**src/rtl/popcount48.sv**
```systemverilog
// Registered population count of a 48-bit word; one cycle of latency.
module popcount48 (
  input  logic        clk_i,
  input  logic        rst_i,
  input  logic [47:0] data_i,
  output logic [5:0]  count_o
);

  logic [5:0] count_d, count_q;

  always_comb begin
    count_d = '0;
    for (int i = 0; i < 48; i++) begin
      count_d = count_d + {5'd0, data_i[i]};
    end
  end

  always_ff @(posedge clk_i) begin
    if (rst_i) begin
      count_q <= '0;
    end else begin
      count_q <= count_d;
    end
  end

  assign count_o = count_q;

endmodule

```
**config.mk**
```make
export PLATFORM = sky130hd
export DESIGN_NAME = popcount48
export DESIGN_NICKNAME = d
export VERILOG_FILES = /design/src/rtl/popcount48.sv
export SDC_FILE = /design/constraint.sdc
export NUM_CORES = 1
export LEC_CHECK = 0
export CORE_MARGIN = 2
export CORE_UTILIZATION = 35
export CTS_CLUSTER_DIAMETER = 30
export CTS_CLUSTER_SIZE = 28
export DETAILED_ROUTE_END_ITERATION = 7
export GPL_ROUTABILITY_DRIVEN = 0
export PLACE_DENSITY = 0.65
export SKIP_LAST_GASP = 1
export SLEW_MARGIN = 40
export SYNTH_ARGS = -nofsm -noshare
export SYNTH_HDL_FRONTEND = slang
export SYNTH_SLANG_ARGS = --single-unit
```
**constraint.sdc**
```tcl
create_clock -name clk_i -period 15.75 [get_ports clk_i]
set_input_delay 4.725 -clock clk_i [delete_from_list [all_inputs] [get_ports clk_i]]
set_output_delay 4.725 -clock clk_i [all_outputs]
set_load 0.05 [all_outputs]
```
Yosys cells after proc, flatten, opt, wreduce, memory -nomap -nowiden. Index checks and enable logic that the tools add are counted.

Muxes and demuxes: 0. Shift-type cells: 0. $mul: 0. Divide/modulo/power cells: 0. Reductions and logical operators: 0. Magnitude comparators: 0. Bitwise gates (word level): 0. Add/subtract/negate cells: 47. Equality and inequality tests: 0.

Operators with widths (count): adder 6 x 1 -> 6 bit (42); adder 5 x 1 -> 6 bit (1); adder 4 x 1 -> 5 bit (1); adder 3 x 1 -> 4 bit (1); adder 2 x 1 -> 3 bit (1); adder 1 x 1 -> 2 bit (1).

Input port bits: 50. Output and inout port bits: 6. Memories: 0. Bits in registers: 6. Latch bits: 0. Word-level logic and storage cells: 48. Memory bits (writable): 0. Bits in read-only memories: 0.

Logic depth before layout (Yosys ltp). Gate-level depths: netlist of the first run.

Depth in word-level cells: 47. Gate-level depth with buffers: 17. Gate-level depth less buffers: 17.

Worst setup path before layout of the first run. No wires, ideal clock.

Path kind: input to register. Start point: input port data_i[0]. End point: register count_q[4], in the netlist count_o[4]. Path buffers: 0. Stages on the path: 16. Library setup time: 0.123 ns. Arrival time: 9.502 ns. Data required time: 15.627 ns. Slack: 6.125 ns. Path through: inv_1 -> fa_1 -> inv_1 -> fa_1 -> fa_1 -> fa_1 -> fa_1 -> fa_1 -> inv_1 -> fa_1 -> inv_1 -> ha_1 -> fa_1 -> a21o_1 -> a21oi_2 -> mux2_1.

Cells in the longest elaborated chain, start to end: 47.

Ends and longest elaborated chain: from (decl) (RTL line 5) `input logic [47:0] data_i,`; adder 1 x 1 -> 2 bit (RTL line 14) `count_d = count_d + {5'd0, data_i[i]};`; adder 2 x 1 -> 3 bit (RTL line 14); adder 3 x 1 -> 4 bit (RTL line 14); adder 4 x 1 -> 5 bit (RTL line 14); adder 5 x 1 -> 6 bit (RTL line 14); adder 6 x 1 -> 6 bit (42 in a row) (RTL line 14); to (signal assigned) (RTL line 22) `count_q <= count_d;`; to (decl) (RTL line 9) `logic [5:0] count_d, count_q;`.

No other way between the ends. A chain may end at the register's enable or synchronous reset.

Worst setup path in the final report of the first run. Same ends and word-level chain as after synthesis.

==> impl_results.md, run 1 <==
- Status: complete, no violations
- Worst EP arrival: 10.14 ns
- Slew @ Worst Pin: 0.4950 ns
- CP Depth: 17
- Area growth syn-to-layout: 47.19%
- Clk sinks: 6
- Die Ht: 66.82 um
- Most frequent cells in the layout: 64 x inv_1, 55 x clkdlybuf4s50_1, 39 x fa_1
- First-pass GRT wire length: 3.953 mm
- Max reg flops: 6
- DR WL/cell: 9.847 um
- Cells after synthesis: 136
- RSZ-0062 raised after global routing: false
- Hold Vio Cnt, Final: 0
- Number of port buffers: 55
- HPWL after detailed placement: 2.394 mm
- Tmin final: 10.04 ns
- Diodes inserted: 0
- Final ANT Viol Nets: 0
- GRT Overall Usage: 0.1164
- Post-DP Area: 1992 um2
- Hold path start: rst_i
- Sequential cell area: 120.1 um2
- Clock transition at the registers of the reported paths: 0.04 ns
- Hold Crit Depth: 2
- Ys Warns: 0
- Initial Utilization: 0.3717
- Die footprint: 4465 um2
- DRC violations left: 0
- Critical Path Sink Type: flip-flop
- Largest net degree at the start of global routing: 8
- Average vias per placed instance: 4.087
- Most common cell after layout, fill and taps aside: inv_1
- Total CTS buffers: 3
- Die width: 66.82 um
- Critical path's top delay family: adder cells
- Clock Path Buffers: 2
- Synthesized area per cell: 10.16 um2
- Post-Syn Nets: 235
- Routed vias: 989
- Crit Path Max Fanout: 2
- Antenna violations before repair: 0
- Post-place setup slack: 5.433 ns
- Drt pass-1 iters: 2
- H-tree levels: 1
- Root buffer cell: clkbuf_8
- Critical-path top delay cell: fa_1
- I/O pins: 56
- Mapped cell area: 1381 um2
- Std cell rows: 22
- Worst Setup Slack, final: 5.711 ns
- HP Class: in -> reg
- Setup-failing EPs final: 0
- Distinct cells, synth: 16
- Vias in the first global route: 1122
- Seq/Total Area, Yosys: 0.08696
- Resize count post-CTS: 0
- Hold_ws: 5.220 ns
- Initial drt markers: 13
- FILL cells: 357
- Area of the multi-input gates: 1021 um2
- Most common cell on crit path: fa_1
- Synth Register Bits: 6
- Startpoint Class: primary input
- Worst setup path class: in -> reg
- Relative slew margins: 0.6690
- Core area: 3716 um2
- Total grt overflow: 0
- TNS Setup: 0 ns
- Final Max Slew Viols: 0
- Slowest stage delay, CP: 0.56 ns
- Hold-fix buffers at CTS: 0
- WP data required: 15.85 ns
- Max Clock Freq: 99.61 MHz
- Buffers and inverters on the worst path: 5
- Net count, final: 295
- CP cell instances: clkdlybuf4s50_1 -> inv_1 -> fa_1 -> inv_1 -> fa_1 -> fa_1 -> fa_1 -> fa_1 -> fa_1 -> inv_1 -> fa_1 -> inv_1 -> ha_1 -> fa_1 -> a21o_1 -> a21oi_2 -> mux2_1
- Post-CTS Setup Bufs: 0
- Final cell area excluding filler cells: 2033 um2
- CTS tree: yes
- Fin crit share: 0.6374
- Routed wire length: 2.383 mm
- Hold endpoint: count_o[2]$_SDFF_PP0_
- Fraction of layout cells with a size suffix above 1: 0.02577
- Max_cap viols: 0
==> cells by family after synthesis <==
| logic type | synth area share |
|---|---|
| DFF | 0.08696 |
| xor gates and xnor gates | 0.006342 |
| buffers and inverters | 0.1739 |
| adders and majority gates | 0.6558 |
| AOI/OAI and AO/OA | 0.02718 |
| and+or+nand+nor | 0.04166 |
| muxes | 0.008152 |
==> synthesized netlist by cell type (all sizes together) <==
cell,number,share of area
a211o,1,0.0063
a211oi,1,0.0054
a21o,1,0.0054
a21oi,2,0.010
dfxtp,6,0.087
fa,39,0.57
ha,10,0.091
inv,64,0.17
mux2,1,0.0082
nand3,1,0.0036
nor2,4,0.011
nor2b,3,0.014
nor3b,1,0.0091
or2,1,0.0045
xnor2,1,0.0063
==> stage by stage <==
stage | utilization | std cells
3_5_place_dp | 0.5360 | 239
6_report | 0.5471 | 242
4_1_cts | 0.5471 | 242
3_3_place_gp | 0.5360 | 239
2_1_floorplan | - | 136
5_1_grt | 0.5471 | 242
==> routing by layer <==
layer | track usage | wire, um | vias to the layer above | part of all wire
li1 | - | - | 481 | -
met1 | 0.1185 | 836 | 462 | 0.35
met2 | 0.2325 | 1304 | 46 | 0.55
met3 | 0.03716 | 242 | 0 | 0.10
met4 | 0.01531 | 0 | 0 | 0
met5 | 0 | 0 | - | 0
==> worst max-delay path by stage <==
stage	endpoint	startpoint	slack, ns
2_1_floorplan	count_o[4]$_SDFF_PP0_	data_i[0]	6.12
3_3_place_gp	count_o[4]$_SDFF_PP0_	data_i[0]	5.56
3_5_place_dp	count_o[4]$_SDFF_PP0_	data_i[0]	5.43
4_1_cts	count_o[4]$_SDFF_PP0_	data_i[0]	5.66
5_1_grt	count_o[4]$_SDFF_PP0_	data_i[0]	5.48
6_report	count_o[4]$_SDFF_PP0_	data_i[0]	5.71
==> final cells by class <==
| cell class | instances | area share |
|---|---|---|
| multi-input cells | 66 | 0.5022 |
| repair buffers | 55 | 0.2708 |
| inverters | 64 | 0.1182 |
| flip-flops and latches | 6 | 0.05908 |
| well taps | 48 | 0.02954 |
| clock buffers | 3 | 0.02031 |
Power of run 1 is not shown: default switching activity piles up to over one toggle a cycle in this logic, so the estimate is an artifact.
==> run 2, diff against run 1 <==
==> constraint.sdc (replaced) <==
create_clock -name clk_i -period 9.3 [get_ports clk_i]
set_input_delay 2.79 -clock clk_i [delete_from_list [all_inputs] [get_ports clk_i]]
set_output_delay 2.79 -clock clk_i [all_outputs]
set_load 0.05 [all_outputs]
==> results of run 2 <==
Same layout as run 1 (identical final DEF). Status: complete, no violations.
Main changes from that run: setup slack after placement 5.433 ns -> 0.9176 ns; setup slack after layout 5.711 ns -> 1.196 ns; hold slack 5.220 ns -> 3.285 ns
Power of run 2 is left out for the same reason.
==> RTL edit 1: new RTL, config.mk and constraints of run 2 <==
Make the reset (`rst_i`) asynchronous in one clocked block.
--- a/src/rtl/popcount48.sv
+++ b/src/rtl/popcount48.sv
@@ -15,7 +15,7 @@
     end
   end
 
-  always_ff @(posedge clk_i) begin
+  always_ff @(posedge clk_i or posedge rst_i) begin
     if (rst_i) begin
       count_q <= '0;
     end else begin
Function: differs if rst_i is asserted again (counterexample within 4 cycles, from zero or initial values and one cycle with rst_i high); with rst_i held inactive, the same outputs for 10 cycles.
==> RTL edit 1 against run 2 <==
Wire length decreased by 4.2%. Count of clock-buffer cells in the layout unchanged. Fmax is 3.2% higher. Worst setup slack gained 0.25 ns. Design area hardly changed. Area after synthesis is essentially flat. Synthesized cell count shrank 3.7%. Sequential cell count unchanged.
Power is left out: the tool's default activity adds up to more than one toggle a clock period on the data nets, which glitch-free logic cannot reach.
==> RTL edit 1: results (changes against run 2) <==
| Metric | Value |
|---|---|
| PortBufs | 55 (unchanged) |
| Worst rel slew slack | 67.0% (was 66.9%) |
| Post-synthesis sequential area ratio | 10.9% (was 8.70%) |
| Area of the multi-input gates | 986 µm² (was 1020 µm²) |
| Postcts setup bufs | 0 (unchanged) |
| Area contributors post-synth | fa_1 (57%), inv_1 (18%), dfrtp_1 (11%) (was fa_1 (57%), inv_1 (17%), ha_1 (9.1%)) |
| First-pass GRT wire length | 4000 µm (was 3950 µm) |
| Worst-path fanout max | 2 (unchanged) |
| Most used flip-flop cell after synthesis | dfrtp_1 (was dfxtp_1) |
| Fillers | 363 (was 357) |
| Setup slack after placement | 1.17 ns (was 0.918 ns) |
| # resized after CTS | 0 (unchanged) |
| Largest net degree at the start of global routing | 7 (was 8) |
| Top-count cell post-synth | inv_1 (unchanged) |
| Synth unique cells | 13 (was 16) |
| Via count | 963 (was 989) |
| Drt first pass iters | 2 (unchanged) |
| Final hold slack | 2.78 ns (was 3.29 ns) |
| Hold WC Path Type | input pin to async pin (was input pin to register) |
| Placed cell areas | 1990 µm² (about the same) |
| Post-CTS Hold Fix Bufs | 0 (unchanged) |
| Share of layout cells above drive strength 1 | 2.65% (was 2.58%) |
| 1st-iter DRT viols | 13 (unchanged) |
| Synth Instances | 131 (was 136) |
| Status | finished, final reports clean (unchanged) |
| Post-Syn Nets | 230 (was 235) |
| Post-detail-place hpwl | 2290 µm (was 2390 µm) |
| CP max stage delay | 0.55 ns |
| Wire per inst | 9.63 µm (was 9.85 µm) |
| Crit path DAT | 7.99 ns (was 8.20 ns) |
| Initial antenna violation count | 0 (unchanged) |
| Non-Filler Instances | 237 (was 242) |
| Max Slew Vio Count | 0 (unchanged) |
| CP max-delay cell | fa_1 (unchanged) |
| Max reg flops | 6 (unchanged) |
| Total track usage | 11.6% (about the same) |
| Vias in the first global route | 1131 (was 1122) |
| Commonest cells in the netlist | inv_1 (65), fa_1 (39), ha_1 (10) (was inv_1 (64), fa_1 (39), ha_1 (10)) |
| # nets final | 290 (was 295) |
| Antenna diode instance count | 0 (unchanged) |
| Synth async-reset ratio | 100% (was 0%) |
RTL edit 1: cell types whose count changed after synthesis, sizes merged, moves of 2 or more:
cell and change:
dfrtp +6, dfxtp -6, nor2 -2, nor2b -3
RTL edit 1: how the worst max path moves through the flow:
stage,from,endpoint,slack (ns),depth (start not counted)
6_report,data_i[0],count_o[4],1.45,17
5_1_grt,data_i[0],count_o[4],1.26,17
4_1_cts,data_i[0],count_o[4],1.38,17
3_5_place_dp,data_i[0],count_o[4],1.17,17
3_3_place_gp,data_i[0],count_o[4],1.28,17
2_1_floorplan,data_i[0],count_o[4],1.84,16
RTL edit 1: logic make-up (layout without fill, tap and decap cells):
| group | Yosys count | in the layout | share of synthesized area (%) |
|---|---|---|---|
| XOR/XNOR | 3 | 3 | 1.90 |
| flip-flops | 6 | 6 | 10.9 |
| buffers and inverters | 65 | 123 | 17.7 |
| AND/OR/NAND/NOR | 2 | 2 | 0.544 |
| AO/OA/AOI/OAI | 6 | 6 | 3.35 |
| adder cells (fa/ha/maj) | 49 | 49 | 65.6 |
RTL edit 1: routing by layer:
layer / part of all wire, % / routed length, µm / track usage (%)
met5: 0 / 0 / 0
met4: 0.70 / 16 / 3.06
met3: 8.8 / 200 / 2.53
met2: 57 / 1300 / 23.6
met1: 33 / 762 / 11.6
RTL edit 1: layout make-up:
class | count | share of cell area [%]
clock buffers | 3 | 2.03
inverters | 65 | 12.0
multi-input cells | 60 | 48.5
flip-flops and latches | 6 | 7.39
well taps | 48 | 2.96
repair buffers | 55 | 27.1
RTL edit 1: worst max-delay path, delay by kind of cell:
family | cells | cell delay, ns
fa+ha+maj | 9 | 4.09
buf+inv | 5 | 0.64
compound gates | 2 | 0.33
xor+xnor | 1 | 0.12
==> RTL edit 2: new RTL, flow settings as in run 2 <==
Without the edit above. Register the output `count_o` once more, cleared by the reset; this adds one clock of latency there.
--- a/src/rtl/popcount48.sv
+++ b/src/rtl/popcount48.sv
@@ -23,7 +23,13 @@
     end
   end
 
-  assign count_o = count_q;
+  always_ff @(posedge clk_i) begin
+    if (rst_i) begin
+      count_o <= '0;
+    end else begin
+      count_o <= count_q;
+    end
+  end
 
 endmodule
 
Behaviour: not the same (a bounded check fails within 4 cycles, from zero or initial values and one cycle with rst_i high).
==> RTL edit 2 against run 2 <==
Design area rose by 8.7%. Worst hold slack got worse by 2.9 ns. Area after synthesis rose by 12%. Sequential cell count rose by 6. Wire length rose by 0.67%. Worst setup slack improved by 0.074 ns. Via count rose by 5.5%. Sequential share of layout area rose by 5.0 points. Largest cell class unchanged.
Power is not shown: default switching activity piles up to over one toggle a cycle in this logic, so the estimate is an artifact.
==> RTL edit 2: results (changes against run 2) <==
| Metric | Value |
|---|---|
| Most used flip-flop cell after synthesis | dfxtp_1 (unchanged) |
| Worst-path fanout max | 2 (unchanged) |
| Top-count cell post-synth | inv_1 (unchanged) |
| Post-detail-place hpwl | 2290 µm (was 2390 µm) |
| PortBufs | 55 (unchanged) |
| # nets final | 307 (was 295) |
| Synth unique cells | 17 (was 16) |
| Post-Syn Nets | 248 (was 235) |
| Met1 wire length | 992 µm (was 836 µm) |
| Setup slack after placement | 0.994 ns (was 0.918 ns) |
| Final wirelength | 2400 µm (was 2380 µm) |
| Clk_lat worst skew | about 0.24 ns |
| Metal3 WL | 177 µm (was 242 µm) |
| Met3 usage | 3.17% (was 3.72%) |
| Met1 Use GR | 13.6% (was 11.8%) |
| Clock transition at path regs | 0.05 ns |
| Slew @ Worst Pin | 0.492 ns (was 0.495 ns) |
| H-tree Lvls | 1 (unchanged) |
| Commonest cells in the netlist | inv_1 (64), fa_1 (39), dfxtp_1 (12) (was inv_1 (64), fa_1 (39), ha_1 (10)) |
| CTS Buffer Depth | 2 (unchanged) |
| Drt first pass iters | 2 (unchanged) |
| Total track usage | 11.2% (was 11.6%) |
| Antenna diode instance count | 0 (unchanged) |
| Post-synthesis sequential area ratio | 15.6% (was 8.70%) |
| Fillers | 403 (was 357) |
| CP max stage delay | 0.52 ns (was 0.56 ns) |
| CP max-delay cell | fa_1 (unchanged) |
| GR Util met2 | 20.6% (was 23.3%) |
| Placed insts | 255 (was 239) |
| Postcts setup bufs | 0 (unchanged) |
| Crit path DAT | 8.15 ns (was 8.20 ns) |
| Met2 wire len | 1230 µm (was 1300 µm) |
| Area contributors post-synth | fa_1 (51%), dfxtp_1 (16%), inv_1 (16%) (was fa_1 (57%), inv_1 (17%), ha_1 (9.1%)) |
| Via-to-Cell Ratio | 4.03 (was 4.09) |
| Largest net degree at the start of global routing | 14 (was 8) |
| Syn. warnings | 0 (unchanged) |
| # resized after CTS | 0 (unchanged) |
| Fin Clk Skew | 0.00235 ns |
| Largest registers | count_o (6), count_q (6) |
| CTS root buf | clkbuf_8 (unchanged) |
| Top Metal Used | met3 (unchanged) |
| First-pass GRT wire length | 4510 µm (was 3950 µm) |
| Status | finished, final reports clean (unchanged) |
| Avg Inst Size Synth | 10.4 µm² (was 10.2 µm²) |
| Wire per inst | 9.26 µm (was 9.85 µm) |
| Share of layout cells above drive strength 1 | 2.90% (was 2.58%) |
| Initial antenna violation count | 0 (unchanged) |
| 1st-iter DRT viols | 13 (unchanged) |
| Synth async-reset ratio | 0% (unchanged) |
| TritonCTS buffer count | 3 (unchanged) |
| Max-Cap Viols | 0 (unchanged) |
| Hold WC Path Type | register to register (was input pin to register) |
| Vias in the first global route | 1141 (was 1122) |
## RTL edit 2: changes by cell type after synthesis, sizes merged
cell / run 2 / this run
dfxtp: 6 / 12
nor2b: 3 / 9
clkbuf: 0 / 1
## RTL edit 2: final timing paths
path / from / cells after the start / end / slack [ns]
max: data_i[0] / 17 / count_q[4] / 1.27
min: count_q[1] / 1 / count_o[1] / 0.43
max reg2reg: count_q[5] / 1 / count_o[5] / 8.77
min reg2reg: count_q[1] / 1 / count_o[1] / 0.43
## RTL edit 2: cell type report
cell class | instances | area [µm²] | area share (%)
Timing Repair Buffer | 55 | 551 | 24.9
Clock buffer | 4 | 55.1 | 2.49
Inverter | 64 | 240 | 10.9
Sequential cell | 12 | 240 | 10.9
Tap cell | 52 | 65.1 | 2.94
Multi-Input combinational cell | 72 | 1060 | 47.9
## RTL edit 2: cells by family (layout without fill, tap and decap cells)
| group | Yosys count | after routing | share of synthesized area [%] |
|---|---|---|---|
| fa+ha+maj | 49 | 49 | 58.7 |
| flops | 12 | 12 | 15.6 |
| mux | 1 | 1 | 0.729 |
| buf+inv | 65 | 123 | 15.9 |
| xor+xnor | 1 | 1 | 0.567 |
| simple gates | 16 | 16 | 6.16 |
| compound gates | 5 | 5 | 2.43 |
## RTL edit 2: per-stage QoR
stage               utilization, %  area (µm²)
floorplan                        -        1540
global placement              50.2        2150
detailed placement            50.2        2150
CTS                           51.5        2210
global route                  51.5        2210
finish                        51.5        2210
## RTL edit 2: worst max-delay path: cells and delay by family
family	cells	cell delay, ns
adder cells (fa/ha/maj)	9	4.07
buffers and inverters	5	0.64
multiplexers	1	0.32
AO/OA/AOI/OAI	2	0.31
